`src/rtl/muldiv_pkg.sv`:
```
// Shared definitions for the iterative HI/LO multiply/divide sequencer.
package muldiv_pkg;

    localparam int CYCLES_DEFAULT = 32;

    localparam logic [1:0] OP_MULT  = 2'b00;
    localparam logic [1:0] OP_MULTU = 2'b01;
    localparam logic [1:0] OP_DIV   = 2'b10;
    localparam logic [1:0] OP_DIVU  = 2'b11;

    typedef enum logic [1:0] {
        IDLE,
        RUN,
        FIX
    } state_t;

    function automatic logic [31:0] abs32(input logic [31:0] v, input logic is_signed);
        return (is_signed && v[31]) ? -v : v;
    endfunction

endpackage

```
`src/rtl/muldiv_step.sv`:
```
// One combinational iteration: shift-add multiply or restoring-subtract divide.
module muldiv_step (
    input  logic        is_div,
    input  logic [31:0] acc_hi,
    input  logic [31:0] acc_lo,
    input  logic [31:0] operand,
    output logic [31:0] next_hi,
    output logic [31:0] next_lo
);

    logic [32:0] sum;
    logic [32:0] rem_sh;
    logic [32:0] diff;

    always_comb begin
        sum    = {1'b0, acc_hi} + (acc_lo[0] ? {1'b0, operand} : 33'd0);
        rem_sh = {acc_hi, acc_lo[31]};
        // remainder stays below the divisor, so diff[32] is exactly the borrow
        diff   = rem_sh - {1'b0, operand};
        if (is_div) begin
            next_hi = diff[32] ? rem_sh[31:0] : diff[31:0];
            next_lo = {acc_lo[30:0], ~diff[32]};
        end else begin
            next_hi = sum[32:1];
            next_lo = {sum[0], acc_lo[31:1]};
        end
    end

endmodule

```
`src/rtl/muldiv_sequencer.sv`:
```
// HI/LO multiply/divide sequencer: IDLE -> RUN (CYCLES steps) -> FIX (correct, write).
module muldiv_sequencer
    import muldiv_pkg::*;
#(
    parameter int CYCLES = CYCLES_DEFAULT
) (
    input  logic        clk,
    input  logic        reset,
    input  logic        start,
    input  logic [1:0]  op,
    input  logic [31:0] rs_val,
    input  logic [31:0] rt_val,
    input  logic        mthi,
    input  logic        mtlo,
    input  logic [31:0] mt_data,
    input  logic        hilo_read,
    output logic [31:0] hi,
    output logic [31:0] lo,
    output logic        busy,
    output logic        stall,
    output logic        done
);

    localparam int CW = $clog2(CYCLES + 1);
    localparam logic [CW-1:0] LAST = CW'(CYCLES - 1);

    state_t      state, state_n;
    logic [1:0]  op_q;
    logic [31:0] rs_q, rt_q;
    logic [31:0] w_hi, w_lo, operand_q;
    logic [CW-1:0] cnt;
    logic        fix_phase;
    logic [31:0] step_hi, step_lo;
    logic        is_div, is_signed, sign_diff;

    assign is_div    = op_q[1];
    assign is_signed = ~op_q[0];
    assign sign_diff = is_signed & (rs_q[31] ^ rt_q[31]);

    assign busy  = (state != IDLE);
    assign stall = busy & (start | hilo_read | mthi | mtlo);

    muldiv_step u_step (
        .is_div  (is_div),
        .acc_hi  (w_hi),
        .acc_lo  (w_lo),
        .operand (operand_q),
        .next_hi (step_hi),
        .next_lo (step_lo)
    );

    always_ff @(posedge clk or posedge reset) begin
        if (reset) state <= IDLE;
        else        state <= state_n;
    end

    always_comb begin
        state_n = state;
        unique case (state)
            IDLE:    if (start) state_n = RUN;
            RUN:     if (cnt == LAST) state_n = FIX;
            FIX:     if (fix_phase) state_n = IDLE;
            default: state_n = IDLE;
        endcase
    end

    always_ff @(posedge clk or posedge reset) begin
        if (reset) begin
            hi        <= '0;
            lo        <= '0;
            done      <= 1'b0;
            op_q      <= '0;
            rs_q      <= '0;
            rt_q      <= '0;
            w_hi      <= '0;
            w_lo      <= '0;
            operand_q <= '0;
            cnt       <= '0;
            fix_phase <= 1'b0;
        end else begin
            done <= 1'b0;
            unique case (state)
                IDLE: begin
                    if (start) begin
                        op_q      <= op;
                        rs_q      <= rs_val;
                        rt_q      <= rt_val;
                        cnt       <= '0;
                        fix_phase <= 1'b0;
                        w_hi      <= '0;
                        // multiplier / dividend sits in the low accumulator
                        w_lo      <= op[1] ? abs32(rs_val, ~op[0]) : abs32(rt_val, ~op[0]);
                        operand_q <= op[1] ? abs32(rt_val, ~op[0]) : abs32(rs_val, ~op[0]);
                    end else begin
                        if (mthi) hi <= mt_data;
                        if (mtlo) lo <= mt_data;
                    end
                end
                RUN: begin
                    w_hi <= step_hi;
                    w_lo <= step_lo;
                    cnt  <= cnt + 1'b1;
                end
                FIX: begin
                    if (!fix_phase) begin
                        fix_phase <= 1'b1;
                        if (!is_div) begin
                            if (sign_diff) {w_hi, w_lo} <= -{w_hi, w_lo};
                        end else if (rt_q == 32'd0) begin
                            w_hi <= rs_q;
                            w_lo <= '1;
                        end else begin
                            if (sign_diff) w_lo <= -w_lo;
                            if (is_signed && rs_q[31]) w_hi <= -w_hi;
                        end
                    end else begin
                        hi   <= w_hi;
                        lo   <= w_lo;
                        done <= 1'b1;
                    end
                end
                default: ;
            endcase
        end
    end

endmodule

```
`config.mk`:
```
export PLATFORM = sky130hd
export DESIGN_NAME = muldiv_sequencer
export DESIGN_NICKNAME = d
export VERILOG_FILES = /design/src/rtl/muldiv_pkg.sv /design/src/rtl/muldiv_step.sv /design/src/rtl/muldiv_sequencer.sv
export SDC_FILE = /design/constraint.sdc
export NUM_CORES = 1
export LEC_CHECK = 0
export ABC_AREA = 1
export CORE_AREA = 2 2 278 280
export CTS_CLUSTER_DIAMETER = 80
export DETAILED_ROUTE_END_ITERATION = 16
export DIE_AREA = 0 0 280 282
export PLACE_DENSITY_LB_ADDON = 0.2
export SLEW_MARGIN = 40
export SYNTH_ARGS = -nofsm -noshare
export SYNTH_HDL_FRONTEND = slang
export SYNTH_HIERARCHICAL = 1
export SYNTH_SLANG_ARGS = --single-unit
```
`constraint.sdc`:
```
create_clock -name clk -period 10.95 [get_ports clk]
set_clock_uncertainty 0.1 [all_clocks]
set_input_delay 2.7375 -clock clk [delete_from_list [all_inputs] [get_ports clk]]
set_output_delay 2.7375 -clock clk [all_outputs]
set_load 0.1 [all_outputs]
```
# Word level (Yosys, flattened, before mapping)
# Index checks and enable logic that the tools add are counted.
[word_totals]
out_inout_bits = 67
in_bits = 104
regBits = 236
wordCells = 99
[op_classes]
bitwise_logic = 9
add_sub_neg = 8
muxes = 40
n_reduce_logical = 17
n_eq_ne = 13
[ops]
columns = ["op", "n"]
rows = [
  ["32-bit two-way mux", 26],
  ["32-bit one-hot mux with 3 select lines", 2],
  ["32-bit negation", 4],
  ["32-bit one-hot mux with 2 select lines", 2],
  ["64-bit negation", 1],
  ["32-bit by 33-bit adder with 33-bit output", 1],
  ["33-bit by 32-bit subtractor with 33-bit output", 1],
  ["32-bit zero test", 1],
  ["2-bit inequality test (second input constant)", 7],
  ["6-bit one-hot mux with 2 select lines", 1],
  ["5-bit AND reduction", 2],
  ["4-bit AND reduction", 2],
  ["6-bit by 1-bit adder with 6-bit output (second input constant)", 1],
  ["6-bit by 5-bit equality test with 1-bit output (second input constant)", 1],
  ["2-bit two-way mux", 3],
  ["6-bit two-way mux", 1],
  ["3-bit inequality test (second input constant)", 2],
  ["2-bit one-hot mux with 3 select lines", 1],
  ["2-bit AND reduction", 3],
  ["2-bit nonzero test", 3],
  ["4-bit inequality test (second input constant)", 1],
  ["1-bit logical AND", 3],
  ["1-bit two-way mux", 3],
  ["1-bit inverter", 3],
  ["other kinds (9)", 12],
]

# Logic depth before layout (Yosys ltp)
[depth]
ltp_word = 7
mapped_depth = 22
mapped_depth_nobuf = 21

# Modules after synthesis
# The synthesis kept the hierarchy.
[by_module_without_submodules]
columns = ["module", "area_per_inst_um2", "n_inst", "seq_area_each_um2", "cells_each"]
rows = [
  ["muldiv_sequencer", 16245.6, 1, 5905.7, 2528],
  ["muldiv_step", 6357.3, 1, 0.0, 1309],
]

# Least setup slack after synthesis
# No wires, ideal clock.
[synth_timing]
path_kind = "input-to-output"
start = "in mthi"
end = "out stall"
path_buffers = 0
path_slack_ps = 4084
stages = 2
required_time_ps = 8113
arrival_time_ps = 4029
path_cell_list = "nor4_1 nor2_1"
[synth_between]
elab_chain_len = 3
[synth_lines]
columns = ["item", "line_no", "source"]
rows = [
  ["start: declaration", "muldiv_sequencer.sv:13", "input logic mthi,"],
  ["1-bit OR (2 in a row)", "muldiv_sequencer.sv:41", "assign stall = busy & (start | hilo_read | mthi | mtlo);"],
  ["1-bit bitwise AND", "muldiv_sequencer.sv:41", ""],
  ["end: declaration", "muldiv_sequencer.sv:20", "output logic stall,"],
]
# Every way passes these cells.

# Final worst setup path
[layout_timing]
start = "in start"
end = "out stall"
[layout_between]
elab_chain_len = 4
[layout_lines]
columns = ["item", "line_no", "source"]
rows = [
  ["start: declaration", "muldiv_sequencer.sv:9", "input logic start,"],
  ["1-bit OR (3 in a row)", "muldiv_sequencer.sv:41", ""],
  ["1-bit bitwise AND", "muldiv_sequencer.sv:41", ""],
]
# Every way passes these cells.

==> metrics.txt <==
sequential element share of the synthesized area=26.1%; Max-slew headroom=38.2%; Netlist Area Pre-Place=~0.023 sq mm; global-route wire length before repair=between 150,000 and 200,000 microns; clock buffer count from CTS=34; First DRT Iteration DRCs=about 2.6k; most frequent cells in the layout=sky130_fd_sc_hd__nand2_1, sky130_fd_sc_hd__inv_1, sky130_fd_sc_hd__nor2_1; Layout fillers=8,551; cell accounting for the most synthesized area=sky130_fd_sc_hd__dfrtp_1; layout net count=4,120; Crit path buffers/inverters=2; via count of the first global-routing pass=24.0k; critical path peak fanout=3; startpoint of the worst register-to-register path=w_lo[31]; Clock Sink Count=236; delay-heaviest family, CP=buffers and inverters; fin util=roughly a third; final number of max-transition violations=0; Global Route Usage Sum=approximately a quarter; area grow syn2layout=14.8%; count of standard-cell rows=101; cell types occupying the most area after synthesis=sky130_fd_sc_hd__dfrtp_1, sky130_fd_sc_hd__nand2_1, sky130_fd_sc_hd__nand3_1, sky130_fd_sc_hd__inv_1, sky130_fd_sc_hd__nor2_1; worst endpoint required time=8.11 ns; cts hold-fix bufs=0; total of warnings raised by yosys=6; number of distinct library cells after synthesis=58; final hold slack=0.379 ns; Final Wtd Congestion=~0.96; cell count after synthesis=3,837; fraction of layout instances using a drive strength above 1=6.74%; flop-to-flop setup slack=6.93 ns; total via count in the routed design=25.7k; summed area of non-filler cells in the final layout=0.0259 sq mm; clock period minus worst slack=a little under 7 ns; Worst IR Drop VDD=0.246 mV; run status=finished clean; flops & latches, synth=236; TritonCTS clock tree=built; setup fix buffers added after clock tree synthesis=0; instance area at placement=between 0.02 and 0.025 sq mm; count of final hold-check violations=0; H-tree levels=2; buffer depth of the longest clock path=3; Setup CP Type=primary input to output pin; vias per inst=5.19; portion of synthesized cell area occupied by the leading cell type=26.1%; Pwr Density=340 mW/mm^2; CP cell instances=clkdlybuf4s50_1 -> nor4_1 -> nor2_1 -> buf_2; upper clock frequency limit=0.149 GHz; path type of the worst min-delay path=flip-flop to flip-flop; initial antenna violation count=0; highest-delay cell along the critical path=sky130_fd_sc_hd__clkdlybuf4s50_1; Detailed Route WL=roughly 110,000 microns; Core Box Area=0.0757 sq mm; Die Span X=280 microns; drt first pass iters=6; drc violations=0; highest cell delay on the worst timing path=0.48 ns; cell count of the worst reg-to-reg path=21; total gr overflow=0; count of placed standard cells including taps=4,881; post-CTS resize count=0; aggregate negative setup slack=0 ns; terminating pin of the worst hold path=rt_q[9]; leading cell type in the layout, fill and taps excluded=sky130_fd_sc_hd__nand2_1; detailed placer's ending HPWL=roughly 84,000 microns; Avg WL per Cell=21.4 microns; count of final setup violators=0; Port Buffers=170; syn_nets=about 4.0k; clock edge transition at the registers on the reported setup and hold paths=0.06 ns; clock insertion delay at the later pin of the skew report=0.58 ns; startpoint class of the critical path=primary input; io pins=171; DIE HEIGHT=282 microns; maximum number of pins on one net before global-route repair=92; post-layout instance count excluding filler cells=4,942; Leakage=13.4 nW; number of routed nets with antenna violations=0; RSZ-0062 raised after global routing=no; final worst path period share=61.5%; Worst Setup End Kind=output pin; starting density of the core=29.9%; number of cells on the worst hold path=2; Avg Cell Area, Syn=5.89 sq um; die outline area=0.0790 sq mm; transition at the pin with the smallest max-transition slack=0.917 ns; arrival time at the worst endpoint=3.90 ns; end of the worst register-to-register path=w_hi[31]; Min-Delay Startpoint=rt_q[9]; root buffer cell=sky130_fd_sc_hd__clkbuf_16; total number of cells along the worst setup path=4; number of maximum-capacitance constraint violations=0
worst max-delay path by stage:
stage           from      to  slack, ns
3_5_place_dp   start   stall       4.21
4_1_cts        start   stall       4.20
5_1_grt        start   stall       4.09
6_report       start   stall       4.22
2_1_floorplan  reset  cnt[0]       1.64
3_3_place_gp   start   stall       3.48
cells in the mapped netlist (all sizes together):
master	instances
nand2	1457
inv	447
nor2	445
nand3	399
dfrtp	236
o21ai	220
a21oi	128
ha	74
clkbuf	71
a31oi	69
buf	62
xor2	50
nand4	45
nand3b	25
nor3	25
o211ai	11
o21bai	11
or2	11
xnor2	7
and2	6
a21o	5
o21a	4
o221ai	4
a211o	3
a21boi	3
and3	3
nor4	3
o22ai	3
a22oi	2
clkinv	2
fa	2
a211oi	1
a221oi	1
a22o	1
a32o	1
registers in the layout (all words and copies together), names as in the netlist:
| signal | cells |
|---|---|
| hi | 32 |
| lo | 32 |
| operand_q | 32 |
| rs_q | 32 |
| rt_q | 32 |
| w_hi | 32 |
| w_lo | 32 |
| cnt | 6 |
| op_q | 2 |
| state | 2 |
| done | 1 |
| fix_phase | 1 |
metal layers:
layer  GRT usage, %  vias up  wire (microns)
li1               -    12500               -
met1           37.4    12200           48100
met2           41.9      921           47200
met3           2.93      109            7070
met4           8.02        0            3330
met5              0        -               0
worst reg2reg max path: stages (launching register included):
cell                      delay (ns)
sky130_fd_sc_hd__dfrtp_1        0.58
sky130_fd_sc_hd__inv_1          0.22
sky130_fd_sc_hd__ha_1           0.38
sky130_fd_sc_hd__fa_1           0.47
sky130_fd_sc_hd__inv_1          0.13
sky130_fd_sc_hd__nand2_1        0.08
sky130_fd_sc_hd__nand2_1        0.10
sky130_fd_sc_hd__nand3_1        0.10
sky130_fd_sc_hd__nand2_2        0.14
sky130_fd_sc_hd__nand2_2        0.08
sky130_fd_sc_hd__nand2_4        0.08
sky130_fd_sc_hd__nand2_4        0.08
sky130_fd_sc_hd__nand2_4        0.11
sky130_fd_sc_hd__nand2_4        0.14
sky130_fd_sc_hd__nand3_1        0.37
sky130_fd_sc_hd__nand2_1        0.09
sky130_fd_sc_hd__nand2_1        0.09
sky130_fd_sc_hd__nand2_1        0.11
sky130_fd_sc_hd__nand2_1        0.13
sky130_fd_sc_hd__nand2_1        0.08
sky130_fd_sc_hd__a21oi_1        0.15
sky130_fd_sc_hd__a21oi_1        0.06
final cells by class:
class	instances	area, sq um	area share, %
clock inverters	14	151	0.584
clock buffers	45	942	3.63
inverters	449	1690	6.52
well taps	978	1220	4.72
multi-input cells	3019	14400	55.5
diodes	1	2.50	0.00965
flip-flops and latches	236	5910	22.8
repair buffers	200	1620	6.24
kinds of logic (layout without fill, tap and decap cells):
group	count (synthesis)	count (layout)	share of synthesized area, %
flip-flops	236	236	26.1
other	0	1	0
AO/OA/AOI/OAI	467	467	11.5
XOR/XNOR	57	57	2.21
buffers and inverters	582	708	10.4
adder cells (fa/ha/maj)	76	76	4.27
AND/OR/NAND/NOR	2419	2419	45.5
per-stage QoR:
step                      power, mW  worst slack, ns
after global placement         7.70             3.48
after CTS                      8.74             4.20
final                          8.81             4.22
after global routing           9.46             4.09
after detailed placement       7.61             4.21
after floorplan                5.84             1.64
where the power goes:
group | switching [mW] | internal (mW)
logic | 4.34 | 1.53
clock network | 0.467 | 0.638
registers | 0.576 | 1.27
Power figures use the tool's default switching activity.
